`config.mk`:
```
export PLATFORM = sky130hd
export DESIGN_NAME = int_scheduler_flat
export DESIGN_NICKNAME = d
export VERILOG_FILES = /design/src/rtl/int_scheduler_pkg.sv /design/src/rtl/int_scheduler_if.sv /design/src/rtl/int_prio_enc.sv /design/src/rtl/int_scheduler.sv /design/src/flat_wrapper.sv
export SDC_FILE = /design/constraint.sdc
export NUM_CORES = 1
export LEC_CHECK = 0
export ABC_CLOCK_PERIOD_IN_PS = 2900
export CORE_MARGIN = 8
export CORE_UTILIZATION = 56
export CTS_BUF_LIST = sky130_fd_sc_hd__clkbuf_4 sky130_fd_sc_hd__clkbuf_8 sky130_fd_sc_hd__clkbuf_16
export DETAILED_ROUTE_END_ITERATION = 8
export GPL_TIMING_DRIVEN = 0
export PLACE_DENSITY = 0.85
export SETUP_SLACK_MARGIN = 0.4
export SYNTH_ARGS = -nofsm -noshare
export SYNTH_HDL_FRONTEND = slang
export SYNTH_SLANG_ARGS = --single-unit
export TNS_END_PERCENT = 1
```
`constraint.sdc`:
```
create_clock -name i_clk -period 2.9 [get_ports i_clk]
set_clock_uncertainty 0.05 [all_clocks]
set_input_delay 0.58 -clock i_clk [delete_from_list [all_inputs] [get_ports i_clk]]
set_output_delay 0.58 -clock i_clk [all_outputs]
set_load 0.005 [all_outputs]
```
`src/rtl/int_scheduler_pkg.sv`:
```
// Shared constants, FSM encodings and register map for the interrupt scheduler.
package int_scheduler_pkg;
    localparam int NUM_SRC = 16;
    localparam int CODE_W  = 4;
    localparam int DATA_W  = 16;

    typedef enum logic [1:0] {
        ST_IDLE   = 2'd0,
        ST_REQ    = 2'd1,
        ST_ACTIVE = 2'd2
    } schedStateT;

    localparam logic [1:0] ADDR_ENABLE  = 2'd0;
    localparam logic [1:0] ADDR_PENDING = 2'd1;
    localparam logic [1:0] ADDR_STATUS  = 2'd2;
    localparam logic [1:0] ADDR_SETPEND = 2'd3;

    function automatic logic [NUM_SRC-1:0] codeToMask(input logic [CODE_W-1:0] code);
        logic [NUM_SRC-1:0] m;
        m       = '0;
        m[code] = 1'b1;
        return m;
    endfunction
endpackage

```
`src/rtl/int_scheduler_if.sv`:
```
// Peripheral request lines, config register port and core interrupt handshake.
interface int_scheduler_if;
    import int_scheduler_pkg::*;

    logic [NUM_SRC-1:0] i_srcIrq;
    logic [1:0]         i_cfgAddr;
    logic [DATA_W-1:0]  i_cfgWrData;
    logic               i_cfgWr;
    logic [DATA_W-1:0]  o_cfgRdData;
    logic [CODE_W-1:0]  o_intCode;
    logic               o_intEn;
    logic               i_intAck;
    logic               i_intDone;

    modport master (
        output i_srcIrq, i_cfgAddr, i_cfgWrData, i_cfgWr, i_intAck, i_intDone,
        input  o_cfgRdData, o_intCode, o_intEn
    );

    modport slave (
        input  i_srcIrq, i_cfgAddr, i_cfgWrData, i_cfgWr, i_intAck, i_intDone,
        output o_cfgRdData, o_intCode, o_intEn
    );
endinterface

```
`src/rtl/int_prio_enc.sv`:
```
// Lowest-index-wins priority encoder: bit 0 is the highest priority source.
module int_prio_enc
    import int_scheduler_pkg::*;
(
    input  logic [NUM_SRC-1:0] req,
    output logic               valid,
    output logic [CODE_W-1:0]  code
);
    always_comb begin
        valid = |req;
        code  = '0;
        for (int i = NUM_SRC - 1; i >= 0; i--) begin
            if (req[i]) code = CODE_W'(i);
        end
    end
endmodule

```
`src/rtl/int_scheduler.sv`:
```
// Interrupt scheduler: edge capture, pending/enable registers and a single
// in-service request/ack/RTI tracker driving the core interrupt inputs.
module int_scheduler
    import int_scheduler_pkg::*;
(
    input  logic          i_clk,
    input  logic          i_rstn,
    int_scheduler_if.slave bus
);
    logic [NUM_SRC-1:0] srcQ, pending, enable;
    logic [NUM_SRC-1:0] edgeDet, setVec, clrVec, pendNext, enNext;
    logic [NUM_SRC-1:0] cand, candNext;
    logic               wrEnable, wrPending, wrSetPend, ackHit;
    logic               selValid;
    logic [CODE_W-1:0]  selCode, codeQ;
    logic               intEnQ;
    schedStateT         state;

    assign wrEnable  = bus.i_cfgWr && (bus.i_cfgAddr == ADDR_ENABLE);
    assign wrPending = bus.i_cfgWr && (bus.i_cfgAddr == ADDR_PENDING);
    assign wrSetPend = bus.i_cfgWr && (bus.i_cfgAddr == ADDR_SETPEND);
    assign ackHit    = (state == ST_REQ) && bus.i_intAck;

    assign edgeDet  = bus.i_srcIrq & ~srcQ;
    assign setVec   = edgeDet | (wrSetPend ? bus.i_cfgWrData : '0);
    assign clrVec   = (wrPending ? bus.i_cfgWrData : '0) | (ackHit ? codeToMask(codeQ) : '0);
    // Set is OR'd in last so it wins over any same-cycle clear.
    assign pendNext = setVec | (pending & ~clrVec);
    assign enNext   = wrEnable ? bus.i_cfgWrData : enable;

    assign cand     = pending & enable;
    // Withdrawal looks at next-cycle values so a W1C or disable drops REQ at once.
    assign candNext = pendNext & enNext;

    int_prio_enc uPrioEnc (
        .req   (cand),
        .valid (selValid),
        .code  (selCode)
    );

    always_ff @(posedge i_clk or negedge i_rstn) begin
        if (!i_rstn) begin
            srcQ    <= '0;
            pending <= '0;
            enable  <= '0;
        end else begin
            srcQ    <= bus.i_srcIrq;
            pending <= pendNext;
            enable  <= enNext;
        end
    end

    always_ff @(posedge i_clk or negedge i_rstn) begin
        if (!i_rstn) begin
            state  <= ST_IDLE;
            codeQ  <= '0;
            intEnQ <= 1'b0;
        end else begin
            case (state)
                ST_IDLE: begin
                    if (selValid) begin
                        state  <= ST_REQ;
                        codeQ  <= selCode;
                        intEnQ <= 1'b1;
                    end
                end
                ST_REQ: begin
                    if (bus.i_intAck) begin
                        state  <= ST_ACTIVE;
                        intEnQ <= 1'b0;
                    end else if (!candNext[codeQ]) begin
                        state  <= ST_IDLE;
                        intEnQ <= 1'b0;
                    end
                end
                ST_ACTIVE: begin
                    if (bus.i_intDone) state <= ST_IDLE;
                end
                default: begin
                    state  <= ST_IDLE;
                    intEnQ <= 1'b0;
                end
            endcase
        end
    end

    assign bus.o_intEn   = intEnQ;
    assign bus.o_intCode = codeQ;

    always_comb begin
        bus.o_cfgRdData = '0;
        case (bus.i_cfgAddr)
            ADDR_ENABLE:  bus.o_cfgRdData = enable;
            ADDR_PENDING: bus.o_cfgRdData = pending;
            ADDR_STATUS:  bus.o_cfgRdData = {10'b0, 2'(state), codeQ};
            default:      bus.o_cfgRdData = '0;
        endcase
    end
endmodule
```
`src/flat_wrapper.sv`:
```
// flat-port wrapper written by rule: the top's interface ports become plain ports
module int_scheduler_flat import int_scheduler_pkg::*;
  (i_clk, i_rstn, bus_i_srcIrq, bus_i_cfgAddr, bus_i_cfgWrData, bus_i_cfgWr, bus_i_intAck, bus_i_intDone, bus_o_cfgRdData, bus_o_intCode, bus_o_intEn);
  int_scheduler_if bus_i ();
  input  logic i_clk;
  input  logic i_rstn;
  input wire logic [$bits(bus_i.i_srcIrq)-1:0] bus_i_srcIrq;
  input wire logic [$bits(bus_i.i_cfgAddr)-1:0] bus_i_cfgAddr;
  input wire logic [$bits(bus_i.i_cfgWrData)-1:0] bus_i_cfgWrData;
  input wire logic [$bits(bus_i.i_cfgWr)-1:0] bus_i_cfgWr;
  input wire logic [$bits(bus_i.i_intAck)-1:0] bus_i_intAck;
  input wire logic [$bits(bus_i.i_intDone)-1:0] bus_i_intDone;
  output wire logic [$bits(bus_i.o_cfgRdData)-1:0] bus_o_cfgRdData;
  output wire logic [$bits(bus_i.o_intCode)-1:0] bus_o_intCode;
  output wire logic [$bits(bus_i.o_intEn)-1:0] bus_o_intEn;
  assign bus_i.i_srcIrq = bus_i_srcIrq;
  assign bus_i.i_cfgAddr = bus_i_cfgAddr;
  assign bus_i.i_cfgWrData = bus_i_cfgWrData;
  assign bus_i.i_cfgWr = bus_i_cfgWr;
  assign bus_i.i_intAck = bus_i_intAck;
  assign bus_i.i_intDone = bus_i_intDone;
  assign bus_o_cfgRdData = bus_i.o_cfgRdData;
  assign bus_o_intCode = bus_i.o_intCode;
  assign bus_o_intEn = bus_i.o_intEn;
  int_scheduler u_core (.i_clk(i_clk), .i_rstn(i_rstn), .bus(bus_i));
endmodule
```
---- Word-level counts from Yosys, hierarchy flattened ----
Index checks and enable logic that the tools add are counted.
storage, ports and cells
  bits in registers ....................... 55
  latch bits .............................. 0
  RAM bits ................................ 0
  ROM bits ................................ 0
  word-level logic and storage cells ...... 71
  memories ................................ 0
operators by class
  add/sub/neg operators ................... 0
  multiply operators ...................... 0
  divide/modulo/power cells ............... 0
  order comparisons ....................... 2
  equality and inequality tests ........... 8
  shifts and indexed selects .............. 0
  multiplexer cells ....................... 34
  bitwise gates (word level) .............. 10
  reduce and logical (&&, ||, !) cells .... 11
operators with widths
  kind                count
  $and 16x16->16      4
  $mux 16             4
  $mux 4              16
  $or 16x16->16       3
  $pmux 16 s3         1
  $not 16->16         2
  $reduce_or 16->1    1
  $mux 2              4
  $eq 2x2->1 const B  3
  $pmux 2 s3          1
  $reduce_and 3->1    2
  $logic_and 1x1->1   5
  $lt 4x5->1 const B  1
  $mux 1              5
  $bmux 1 s4          1
  $demux 1 s4         1
  $eq 2x1->1 const B  2
  $ge 4x1->1 const B  1
  $logic_not 2->1     2
  $ne 3x3->1 const B  1
  $pmux 1 s3          1
  $ne 2x1->1 const B  1
  $ne 2x2->1 const B  1
  $reduce_and 2->1    1
  $not 1->1           1

---- Longest topological paths before layout ----
Gate-level depths: netlist of run 1.
  word-level depth ........................ 17
  mapped depth ............................ 9
  depth with buffers taken out ............ 7

---- Modules after synthesis ----
From an unflattened synthesis of run 1, not the netlist that was laid out.
second synthesis, totals
  cell total of the unflattened synthesis .. 361
  area total of the unflattened synthesis .. 3,220.6 um2
modules (own cells, without submodules)
  module         instances  cells each  area an instance (um2)  sequential area each (um2)
  int_scheduler  1          327         3,044.2                 1,376.3
  int_prio_enc   1          34          176.4                   0.0

---- Worst setup path before layout of run 1 ----
Ideal clock, no wire load.
  path kind ............................... input -> output
  from .................................... input bus_i_cfgAddr[0]
  to ...................................... output bus_o_cfgRdData[6]
  arrival time ............................ 1,554 ps
  data required time ...................... 2,270 ps
  slack ................................... 716 ps
  cell stages on the path ................. 4
  path through ............................ buf_1 > clkbuf_1 > mux2i_1 > nor2_1
between the ends
  longest elaborated chain between the ends .. 2
  elaborated cells on any way between the ends .. 4
  classes of those cells .................. eq/ne: 2; mux: 1; reduce/logical: 1
RTL lines
  what                                      line                 text
  start: declaration                        flat_wrapper.sv:8    input wire logic [$bits(bus_i.i_cfgAddr)-1:0] bus_i_cfgAddr;
  $eq 2x2->1, or another cell as far along  int_scheduler.sv:92  case (bus.i_cfgAddr)
  $pmux 16 s3 (*)                           int_scheduler.sv:92
  end: declaration                          flat_wrapper.sv:13   output wire logic [$bits(bus_i.o_cfgRdData)-1:0] bus_o_cfgRdData;
Every way passes the cells marked *; elsewhere a longest branch is shown, timed or not.

---- Worst setup path in the final report of run 1 ----
  from .................................... input bus_i_cfgWr
  to ...................................... register u_core.intEnQ, in the netlist u_core.bus.o_intEn
between the ends
  longest elaborated chain between the ends .. 11
  elaborated cells on any way between the ends .. 16
  classes of those cells .................. eq/ne: 1; mux: 5; bitwise: 6; reduce/logical: 4
RTL lines
  what                                   line                 text
  start: declaration                     flat_wrapper.sv:10   input wire logic [$bits(bus_i.i_cfgWr)-1:0] bus_i_cfgWr;
  $logic_and 1x1->1                      int_scheduler.sv:20  assign wrPending = bus.i_cfgWr && (bus.i_cfgAddr == ADDR_PENDING);
  $mux 16                                int_scheduler.sv:26  assign clrVec = (wrPending ? bus.i_cfgWrData : '0) | (ackHit ? codeToMask(codeQ) : '0);
  $or 16x16->16                          int_scheduler.sv:26
  $not 16->16                            int_scheduler.sv:28  assign pendNext = setVec | (pending & ~clrVec);
  $and 16x16->16                         int_scheduler.sv:28
  $or 16x16->16                          int_scheduler.sv:28
  $and 16x16->16 (*)                     int_scheduler.sv:33  assign candNext = pendNext & enNext;
  $bmux 1 s4 (*)                         int_scheduler.sv:71  end else if (!candNext[codeQ]) begin
  $mux 1 (implied by the code) (*)       int_scheduler.sv:71
  $ne 3x3->1 (no source line) (*)        --
  $reduce_and 3->1 (no source line) (*)  --
  end signal: assignment                 int_scheduler.sv:70  intEnQ <= 1'b0;
  end signal: assignment                 int_scheduler.sv:73  intEnQ <= 1'b0;
  end signal: assignment                 int_scheduler.sv:81  intEnQ <= 1'b0;
  end: declaration                       int_scheduler.sv:16  logic intEnQ;
Every way passes the cells marked *; elsewhere a longest branch is shown, timed or not. The select of a mux whose other input is x is not followed.
A chain may end at the register's enable or synchronous reset.

==> metrics.yaml, run 1 <==
finalNetCount: 468
worstPathMaxFanout: 10
leakage_nw: 1.75
drt-wirelength-per-cell_um: 19.7
dr.pass1.iters: 6
regArea_um2: 1380
cts_num_sinks: 55
io_pins: 60
maxCapViolations: 0
async_reset_ff_share_pct: 100
antenna_found_initial: 0
synth_edf_count: 0
path_class: "input pin to flip-flop"
fin_crit_ns: 2.60
ys.flop_type: "dfrtp_1"
drive_above_1_share_pct: 13.5
cp_common_cell: "nand4_1"
peakVddDrop_mv: 0.459
power.density_nw_per_um2: 668
syn_inst: 349
rsz0062_at_grt: "yes"
ctsHtreeMaxLevel: 2
hold_path.class: "input pin to async pin"
portBuffers: 59
grt_pass1_wl_mm: 15.9
vias_per_cell: 6.18
finalCritPeriodShare_pct: 89.8
yosysWarnings: 0
first_iter_violations: 423
final_cell_mix: "dfrtp_1, clkdlybuf4s50_1, nand2_1"
placed_cell_area_um2: 3840
slowest_delay_ns: 0.55
ys_top_cells_by_area: "dfrtp_1, mux2i_1, o21ai_0"
clockBufferDepth: 2
syn_nets: 388
cp-startpoint: "bus_i_cfgWr"
synth_area_leader_cell: "dfrtp_1"
die_y_um: 91.0
fin_tns_setup_ns: 0
cts_tree: "built"
multi_input_area_um2: 1600
p_clk_share_pct: 17.6
vias: 3102
grt.overflow.total: 0
p_sw_share_pct: 39.8
cts_buffers: 5
start_util_pct: 57.5
gp_congestion: 0.922
fmax_ghz: 0.384
slew_headroom_pct: 58.1
yosys.area.top_type_share_pct: 43.7
cp.required_ns: 3.10
r2r-start: "u_core.bus.o_intCode[3]"
die_area_um2: 8280
rows: 27
dp_hpwl_mm: 7.23
clock_latency_ns: 0.32
path_clk_slew_ns: 0.10
slowest_stage: "clkdlybuf4s50_1"
status: "finished clean"
p_sw_mw: 1.09
mostFrequentLayoutCell: "dfrtp_1"
yosysUniqueCellTypes: 52
worstPathCellList: "clkdlybuf4s50_1, and3_1, buf_4, buf_8, a21oi_1, o211ai_1, nand4_1, nor4_2, nand4_1, o22ai_1"
diodes: 0
ys_seq_area_share_pct: 43.7
power_frac_seq_pct: 38.3
cp-end-kind: "flip-flop"
core_area_um2: 5470
remaining_drc_errors: 0
final_area_um2: 4100
grt_usage_pct: 23.9
startpoint_type: "input pin"
worstMarginPinSlew_ns: 0.629
post_synth.cell_area_avg_um2: 9.02
pwr-share-comb_pct: 44.1
ys_ff_latch: 55
wirelength_mm: 9.91
cts-root-buf: "clkbuf_8"
grt_pass1_vias: 3061
die_x_um: 91.0
syn_to_final_growth_pct: 30.0
drtAntennaViolNets: 0
num-fill-cells: 451
syn_area_um2: 3150
internal-power_mw: 1.65
hold_violations: 0
setup_viol_count_final: 0
grt_max_degree: 31
cp.arrival_ns: 2.80
slew_violations: 0
timing repair:
| item | in CTS | in global routing |
|---|---|---|
| resized for setup | 19 | 6 |
| endpoints found under the setup margin | 18 | 18 |
| setup buffers | 5 | 8 |
| pin swaps | 0 | 2 |
| hold buffers | 0 | 0 |
power groups by stage:
stage / Combinational (mW) / Clock [mW] / Sequential, mW
6_report: 1.21 / 0.481 / 1.05
5_1_grt: 1.30 / 0.509 / 1.07
2_1_floorplan: 0.696 / 0 / 1.02
3_3_place_gp: 1.13 / 0 / 1.05
4_1_cts: 1.16 / 0.485 / 1.04
3_5_place_dp: 1.15 / 0 / 1.06
per-layer routing:
layer | share of wire [%] | up-vias | GRT usage, %
met5 | 0 | - | 0
met4 | 2.4 | 0 | 8.05
met3 | 12 | 28 | 6.58
met2 | 46 | 210 | 38.1
met1 | 40 | 1463 | 30.5
li1 | - | 1401 | -
synth_stat cells, drive strengths merged (3+ instances only):
cell and number:
nand3 7, and3 6, dfrtp 55, a31oi 4
nand2b 5, clkbuf 4, nand4 4, and2 3
nor2 32, nor2b 18, inv 21, mux2i 18
nor4 3, o211ai 7, mux2 14, o221ai 5
o311ai 3, nand2 41, o21ai 33, nor3 3
a21oi 23, buf 12
worst max-delay path: cells and delay by family:
family                 cells  cell delay, ns
AO/OA/AOI/OAI              3            0.40
buffers and inverters      3            0.92
AND/OR/NAND/NOR            4            0.91
metrics by stage:
step | hold slack [ns] | util [%] | total power, mW | setup WS, ns | cells
3_3_place_gp | 0.479 | 70.0 | 2.17 | -0.799 | 480
6_report | 0.224 | 74.8 | 2.74 | 0.296 | 502
2_1_floorplan | 0.234 | - | 1.72 | 0.716 | 349
4_1_cts | 0.236 | 73.5 | 2.68 | 0.166 | 494
3_5_place_dp | 0.492 | 70.3 | 2.21 | -0.795 | 481
5_1_grt | 0.264 | 74.8 | 2.88 | 0.268 | 502
worst paths after layout:
path	end	slack [ns]	depth (start not counted)
hold / removal	u_core.pending[13]	0.22	1
setup reg to reg	u_core.bus.o_intEn	0.35	8
setup / recovery	u_core.bus.o_intEn	0.30	10
min in group i_clk	u_core.enable[12]	0.51	2
max in group asynchronous	u_core.srcQ[0]	2.00	2
hold reg to reg	u_core.enable[12]	0.51	2
sequential cells by signal (all words and copies together) (netlist names):
| name | cells |
|---|---|
| u_core.enable | 16 |
| u_core.bus.o_intCode | 4 |
| u_core.pending | 16 |
| u_core.state | 2 |
| u_core.bus.o_intEn | 1 |
| u_core.srcQ | 16 |
cells by family after synthesis:
family                 Yosys count  synth area share [%]
flip-flops                      55                  43.7
AND/OR/NAND/NOR                135                  21.5
multiplexers                    32                  10.8
AO/OA/AOI/OAI                   90                  18.2
buffers and inverters           37                  5.68
layout make-up:
| cell class | count | share of cell area (%) |
|---|---|---|
| clock inverters | 1 | 0.183 |
| well taps | 72 | 2.20 |
| plain buffers | 16 | 3.51 |
| multi-input cells | 257 | 39.1 |
| inverters | 21 | 1.92 |
| flip-flops and latches | 55 | 33.6 |
| clock buffers | 7 | 2.35 |
| repair buffers | 73 | 17.1 |
(Power assumes the default switching activity.)
==> run 2, diff against run 1 <==
--- a/config.mk
+++ b/config.mk
@@ -7,11 +7,10 @@
 export LEC_CHECK = 0
 export ABC_CLOCK_PERIOD_IN_PS = 2900
 export CORE_MARGIN = 8
-export CORE_UTILIZATION = 56
+export CORE_UTILIZATION = 30
 export CTS_BUF_LIST = sky130_fd_sc_hd__clkbuf_4 sky130_fd_sc_hd__clkbuf_8 sky130_fd_sc_hd__clkbuf_16
 export DETAILED_ROUTE_END_ITERATION = 8
 export GPL_TIMING_DRIVEN = 0
-export PLACE_DENSITY = 0.85
 export SETUP_SLACK_MARGIN = 0.4
 export SYNTH_ARGS = -nofsm -noshare
 export SYNTH_HDL_FRONTEND = slang
==> metrics.yaml, run 2 (synthesis gave the netlist of run 1 again) <==
hold_violations: 0  # unchanged
finalNetCount: 465  # -0.64%
power.density_nw_per_um2: 683  # +2.2%
grt.overflow.total: 0  # unchanged
num-fill-cells: 1038  # +130%
placed_cell_area_um2: 3930  # +2.1%
r2r-start: "u_core.bus.o_intCode[3]"
p_sw_mw: 1.08  # -0.60%
ff2ff_path_depth: 8  # unchanged
mostFrequentLayoutCell: "dfrtp_1"
dp_hpwl_mm: 7.63  # +5.5%
path_clk_slew_ns: 0.10  # about the same
r2r_setup_slack_ns: 0.60  # +0.25 ns
start_util_pct: 30.6  # -27 points
cts-root-buf: "clkbuf_8"
vias: 2941  # -5.2%
peakVddDrop_mv: 0.297  # -35%
cp_top_family: "buffers and inverters"
leakage_nw: 1.75  # +0.29%
finalPower_mw: 2.86  # +4.6%
hold_path.class: "input pin to async pin"
cts_buffers: 5  # unchanged
final_area_um2: 4190  # +2.3%
p_clk_share_pct: 21.7  # +4.1 points
worstPathMaxFanout: 10  # unchanged
die_x_um: 118  # +30%
finalWorstSetupSlack_ns: 0.275  # -0.0210 ns
status: "finished clean"
drive_above_1_share_pct: 13.1  # -0.37 points
path_buf_inv: 4  # +1
portBuffers: 59  # unchanged
final_cell_mix: "dfrtp_1, clkdlybuf4s50_1, nand2_1"
grt_usage_pct: 14.8  # -9.1 points
cts-hold-fix-buffers: 0  # unchanged
slowest_stage: "clkdlybuf4s50_1"
grt_pass1_wl_mm: 16.6  # +3.9%
rsz0062_at_grt: "yes"
r2r_end: "u_core.bus.o_intEn"
syn_to_final_growth_pct: 33.1
hold_ws_ns: 0.244  # +0.0206 ns
setup_viol_count_final: 0  # unchanged
antenna_found_initial: 0  # unchanged
fin_crit_ns: 2.63  # +0.0210 ns
slew_violations: 0  # unchanged
slew_headroom_pct: 53.9  # -4.1 points
first_iter_violations: 213  # -50%
dr.pass1.iters: 5  # -1
cp.required_ns: 2.27  # -0.83 ns
gp_congestion: 0.868  # -5.9%
diodes: 0  # unchanged
power_frac_seq_pct: 36.6  # -1.7 points
remaining_drc_errors: 0  # unchanged
cp.arrival_ns: 2.00  # -0.80 ns
clockBufferDepth: 2  # unchanged
clock_latency_ns: 0.32  # about the same
finalCritPeriodShare_pct: 90.5  # +0.72 points
startpoint_type: "input pin"
io_pins: 60  # unchanged
fmax_ghz: 0.381  # -0.80%
post-route-util_pct: 40.8  # -34 points
maxCapViolations: 0  # unchanged
drtAntennaViolNets: 0  # unchanged
wirelength_mm: 10.4  # +5.2%
cts_num_sinks: 55  # unchanged
path_class: "input pin to primary output"
internal-power_mw: 1.78  # +8.1%
pwr-share-comb_pct: 41.6  # -2.5 points
die_y_um: 118  # +30%
grt_pass1_vias: 3078  # +0.56%
drt-wirelength-per-cell_um: 18.5  # -6.2%
vias_per_cell: 5.22  # -15%
cp-end-kind: "primary output"
rows: 37  # +37%
p_sw_share_pct: 37.9  # -2.0 points
worstPathCellList: "dlygate4sd2_1, buf_6, clkbuf_8, mux2i_1, nor2_1, clkdlybuf4s50_1"
grt_max_degree: 29  # -6.5%
largestRegisters: "u_core.enable (16), u_core.pending (16), u_core.srcQ (16)"
ctsHtreeMaxLevel: 2  # unchanged
die_area_um2: 14000  # +69%
cts_tree: "built"
cp-startpoint: "bus_i_cfgAddr[0]"
pre_cts_slack_ns: -0.870  # -0.0742 ns
worstMarginPinSlew_ns: 0.691  # +0.0617 ns
slowest_delay_ns: 0.53  # -0.02 ns
core_area_um2: 10300  # +88%
==> run 2: cell types whose count changed in the layout (fill, tap and decap cells not counted), sizes merged <==
cell           previous run  this run
buf                      27        24
bufinv                    0         2
clkbuf                   11        10
clkdlybuf4s50            50        51
clkinvlp                  1         0
dlygate4sd2               6         5
==> run 2: through the flow <==
stage	TNS, ns	std cells
global route	0	563
global placement	-46.04	544
floorplan	0	349
CTS	0	558
finish	0	563
detailed placement	-9.84	545
==> run 2: final cells by class <==
cell class	instances	area (um2)	area share, %
repair buffers	70	692	16.5
clock buffers	6	76.3	1.82
inverters	21	78.8	1.88
plain buffers	16	135	3.22
well taps	136	170	4.06
multi-input cells	257	1600	38.2
clock inverters	2	60.1	1.43
flip-flops and latches	55	1380	32.8
==> run 2: worst max-delay path by stage <==
stage	endpoint	depth (start not counted)
CTS	bus_o_cfgRdData[2]	6
global placement	bus_o_cfgRdData[8]	6
global route	bus_o_cfgRdData[4]	6
detailed placement	bus_o_cfgRdData[8]	6
floorplan	bus_o_cfgRdData[6]	4
finish	bus_o_cfgRdData[9]	6
==> run 2: metal layers <==
metal  GRT usage [%]  part of all wire (%)  wire [um]  vias to the layer above
li1                -                     -          -                     1394
met1            19.2                    43       4490                     1425
met2            24.1                    49       5060                      107
met3            2.90                   6.7        701                       15
met4            5.14                   1.7        173                        0
met5               0                     0          0                        -
==> run 2: power groups by stage <==
stage | combinational [mW] | clock [mW] | sequential [mW]
3_3_place_gp | 1.15 | 0 | 1.05
4_1_cts | 1.18 | 0.640 | 1.04
6_report | 1.19 | 0.622 | 1.05
2_1_floorplan | 0.696 | 0 | 1.02
3_5_place_dp | 1.16 | 0 | 1.06
5_1_grt | 1.31 | 0.655 | 1.07
==> run 2: timing repair <==
action / 4_1_cts / 5_1_grt
gates cloned: 1 / 0
setup buffers: 4 / 5
gates resized for setup: 21 / 4
setup endpoints to repair: 18 / 15
pin swaps: 1 / 1
==> run 2: worst register-to-register path: cells and delay by family, from the launching register on <==
family,cells,cell delay (ns)
AOI/OAI and AO/OA,4,0.90
buffers and inverters,1,0.24
and+or+nand+nor,3,0.61
DFF,1,0.38
